===== src/rtl/serial_twos_neg.sv =====
// serial_twos_neg: framed bit-serial two's-complement negator / pass-through, LSB first.
// Define TWOS_PAR_OUT_EN to add the par_out/par_valid parallel result port.
module serial_twos_neg #(
    parameter int WIDTH = 8,
    parameter int CNT_W = $clog2(WIDTH)
) (
    input  logic t_clock,
    input  logic r_n,
    input  logic in_valid,
    input  logic in_sof,
    input  logic in_bit,
    input  logic neg,
    output logic out_valid,
    output logic out_bit,
    output logic out_eof,
    output logic ovf,
`ifdef TWOS_PAR_OUT_EN
    output logic sof_err,
    output logic [WIDTH-1:0] par_out,
    output logic par_valid
`else
    output logic sof_err
`endif
);
    localparam logic [0:0] IDLE = 1'b0;
    localparam logic [0:0] RUN  = 1'b1;

    logic [0:0]       state_q, state_d;
    logic [CNT_W-1:0] cnt_q, cnt_d, cur_cnt;
    logic             seen_q, seen_d, mode_q, mode_d;
    logic             sof, acc, cur_seen, cur_mode, msb, res;

    // A sof restarts the word in any state, so its bit sees a fresh context.
    always_comb begin
        sof      = in_valid & in_sof;
        acc      = sof | (in_valid & (state_q == RUN));
        cur_seen = sof ? 1'b0 : seen_q;
        cur_mode = sof ? neg : mode_q;
        cur_cnt  = sof ? '0 : cnt_q;
        msb      = cur_cnt == CNT_W'(WIDTH - 1);
        res      = cur_mode ? (in_bit ^ cur_seen) : in_bit;
        state_d  = acc ? (msb ? IDLE : RUN) : state_q;
        cnt_d    = acc ? (msb ? '0 : cur_cnt + CNT_W'(1)) : cnt_q;
        seen_d   = acc ? (~msb & (cur_seen | in_bit)) : seen_q;
        mode_d   = acc ? cur_mode : mode_q;
    end

    always_ff @(posedge t_clock or negedge r_n) begin
        if (!r_n) begin
            state_q   <= IDLE;
            cnt_q     <= '0;
            seen_q    <= 1'b0;
            mode_q    <= 1'b0;
            out_valid <= 1'b0;
            out_bit   <= 1'b0;
            out_eof   <= 1'b0;
            ovf       <= 1'b0;
            sof_err   <= 1'b0;
        end else begin
            state_q   <= state_d;
            cnt_q     <= cnt_d;
            seen_q    <= seen_d;
            mode_q    <= mode_d;
            out_valid <= acc;
            out_bit   <= res;
            out_eof   <= acc & msb;
            ovf       <= acc & msb & cur_mode & in_bit & ~cur_seen;
            sof_err   <= sof & (state_q == RUN);
        end
    end

`ifdef TWOS_PAR_OUT_EN
    logic [WIDTH-2:0] sr_q;
    logic [WIDTH-1:0] word;

    always_comb word = {res, sr_q};

    // par_out only loads on a completed word, so aborted words never reach it.
    always_ff @(posedge t_clock or negedge r_n) begin
        if (!r_n) begin
            sr_q      <= '0;
            par_out   <= '0;
            par_valid <= 1'b0;
        end else begin
            par_valid <= acc & msb;
            if (acc) sr_q <= word[WIDTH-1:1];
            if (acc & msb) par_out <= word;
        end
    end
`endif
endmodule

===== config.mk =====
export PLATFORM = sky130hd
export DESIGN_NAME = serial_twos_neg
export DESIGN_NICKNAME = d
export VERILOG_FILES = /design/src/rtl/serial_twos_neg.sv
export SDC_FILE = /design/constraint.sdc
export NUM_CORES = 1
export LEC_CHECK = 0
export BUFFER_PORTS_ARGS = -buffer_cell sky130_fd_sc_hd__buf_4
export CAP_MARGIN = 25
export CORE_AREA = 2 2 39 41
export DETAILED_ROUTE_END_ITERATION = 10
export DIE_AREA = 0 0 41 43
export GPL_TIMING_DRIVEN = 0
export SLEW_MARGIN = 20
export SYNTH_ARGS = -nofsm -noshare
export SYNTH_HDL_FRONTEND = slang
export SYNTH_SLANG_ARGS = --single-unit

===== constraint.sdc =====
create_clock -name t_clock -period 1.87 [get_ports t_clock]
set_clock_uncertainty 0.15 [all_clocks]
set_input_delay 0 -clock t_clock [delete_from_list [all_inputs] [get_ports t_clock]]
set_output_delay 0 -clock t_clock [all_outputs]
set_load 0.05 [all_outputs]

==> impl_metrics.yaml <==
status:
  status: "completed"
critical_path:
  end_kind: "flip-flop"
  path_cells: "dlygate4sd3_1, buf_4, nand2_2, and2_2, ha_1, ha_1, mux2_2"
  cp_slowest_stage_delay_ns: 0.54
  critPathMaxFanout: 6
  critical_path_class: "primary input to flip-flop"
  crit_arrival_ns: 1.71
  cpMostUsedCell: "ha_1"
  start_kind: "primary input"
  path_buf_inv: 2
  crit_family: "buffers and inverters"
  r2r_cells: 4
  path_depth: 7
  cp.required_ns: 1.88
  slowest_stage: "dlygate4sd3_1"
floorplan:
  coreArea_mm2: 0.001384
  dieArea_mm2: 0.001763
  fp.dieH_um: 43
  start_util_pct: 34.45
  die_w_um: 41
  rows: 14
  ioPinCount: 11
timing:
  fin_ws_ns: 0.1719
  finalHoldViolCount: 0
  slew-limit-headroom_pct: 66.44
  finalSetupViolations: 0
  worstMarginPinSlew_ns: 0.5017
  period_needed_ns: 1.698
  rsz0062_at_grt: "false"
  timing.hold.ws_ns: 0.3234
  finalSetupTns_ns: 0
  slew_viol_final: 0
  finalCritPeriodShare_pct: 90.81
  max_freq_mhz: 588.9
yosys:
  synth_top_cell_by_area: "dfrtp_1"
  synth_cell_types: 16
  synth_edf_count: 0
  synth_seq_area_share_pct: 57.74
  yosys-top-cells-area: "dfrtp_1, ha_1, and2_2"
  synth-main-ff-cell: "dfrtp_1"
  yosysTopAreaCellShare_pct: 57.74
  synth.cell_area_um2: 476.7
  syn_nets: 47
  async_reset_ff_share_pct: 100.0
  syn_area_per_cell_um2: 12.54
  syn_inst: 38
  synth-seq-cells: 11
  ys_warn_count: 0
detailed_routing:
  wl_per_cell_um: 10.60
  drtPass1Iterations: 3
  vias: 339
  drcViolationCount: 0
  ant_nets: 0
  drt_wl_total_um: 795
  vias_per_cell: 4.520
  drt_iter0_drc: 1
final_layout:
  syn2layout_area_growth_pct: 40.16
  multi_input_area_um2: 186.4
  nets: 69
  seqCellArea_um2: 275.3
  antenna_cells: 0
  drive_above_1_share_pct: 38.98
  most-common-layout-cells: "dfrtp_1, buf_4, dlygate4sd3_1, inv_1"
  num-fill-cells: 126
  final_common_cell: "dfrtp_1"
clock_network:
  post_cts_resized: 0
  cts_sinks: 11
  clk_pin_slew_ns: 0.07
  cts_tree: "built"
  clock_latency_ns: 0.27
  cts_root_buffer: "clkbuf_4"
  post_cts_buffers: 0
  clock_path_buffers: 2
  numCtsBuffers: 3
  htree_num_levels: 1
  cts_hold_buf: 7
global_routing:
  grt_pass1_wl_um: 1304
  grt_pass1_vias: 325
  antenna_found_initial: 0
  grt_max_degree: 12
  gr-total-overflow: 0
  grtUsageTotal_pct: 11.30
placed_design:
  hpwl_um: 543.8
  port_buffers: 10
  gp_congestion: 0.6609
  dp_slack_ns: 0.3321
power_and_ir_drop:
  power.density_mw_per_mm2: 982.6
  leakage_uw: 0.0003269
  ir_drop_uv: 451.6
flow_run:
  drv_cap: 0
hold_path:
  min_path_type: "flip-flop to flip-flop"
  hold_depth: 2
==> per-stage QoR <==
| step | cells | instance area, µm² | total power [µW] | util [%] |
|---|---|---|---|---|
| floorplan | 38 | 476.7 | 434.8 | - |
| global placement | 64 | 571.8 | 481.4 | 41.32 |
| detailed placement | 64 | 571.8 | 485.0 | 41.32 |
| CTS | 75 | 668.1 | 664.3 | 48.28 |
| global route | 75 | 668.1 | 701.4 | 48.28 |
| finish | 75 | 668.1 | 656.5 | 48.28 |
==> logic make-up after synthesis <==
logic type / synth area share (%)
AND/OR/NAND/NOR: 12.07
flip-flops: 57.74
AO/OA/AOI/OAI: 9.186
buffers and inverters: 3.149
adder cells (fa/ha/maj): 7.875
multiplexers: 9.973
==> layer usage <==
layer / wire (µm) / GRT usage [%] / share of wire (%)
met1: 388 / 14.48 / 49
met2: 352 / 15.63 / 44
met3: 37 / 3.141 / 4.7
met4: 17 / 8.000 / 2.1
met5: 0 / 0 / 0
==> tightest hold or removal path, delay by kind of cell, from the launching register on <==
family          cells  cell delay (ns)
flops               1             0.34
simple gates        1             0.05
compound gates      1             0.05
==> registers in the layout, indices dropped and copies added (netlist names) <==
register and count:
cnt_q 3, mode_q 1, out_bit 1, out_eof 1, out_valid 1, ovf 1, seen_q 1, sof_err 1
state_q 1
==> area by class of cell <==
| class | count | area share (%) |
|---|---|---|
| Clock buffer | 4 | 3.933 |
| Multi-Input combinational cell | 23 | 27.90 |
| Tap cell | 16 | 2.996 |
| Inverter | 4 | 2.247 |
| Timing Repair Buffer | 17 | 21.72 |
| Sequential cell | 11 | 41.20 |
==> cell usage after synthesis, types with 2 or more instances <==
| master | count |
|---|---|
| nand2_1 | 3 |
| and2_2 | 3 |
| mux2_2 | 2 |
| ha_1 | 3 |
| inv_1 | 4 |
| dfrtp_1 | 11 |
| a21oi_1 | 2 |
| o31ai_1 | 2 |
==> where the power goes <==
part           total (µW)  internal (µW)  switching [µW]
logic                 190           95.1            94.6
registers             304            285            18.8
clock network         163           82.6            80.6
total                 656            462             194
==> path summary, 6_finish.rpt <==
kind	startpoint	end	slack, ns
max	in_valid	cnt_q[2]	0.17
min	seen_q	seen_q	0.32
max reg2reg	cnt_q[0]	cnt_q[2]	0.32
min reg2reg	seen_q	seen_q	0.32
max in group asynchronous	r_n	out_bit	0.61
min in group asynchronous	r_n	ovf	0.62
(Power assumes the default switching activity.)
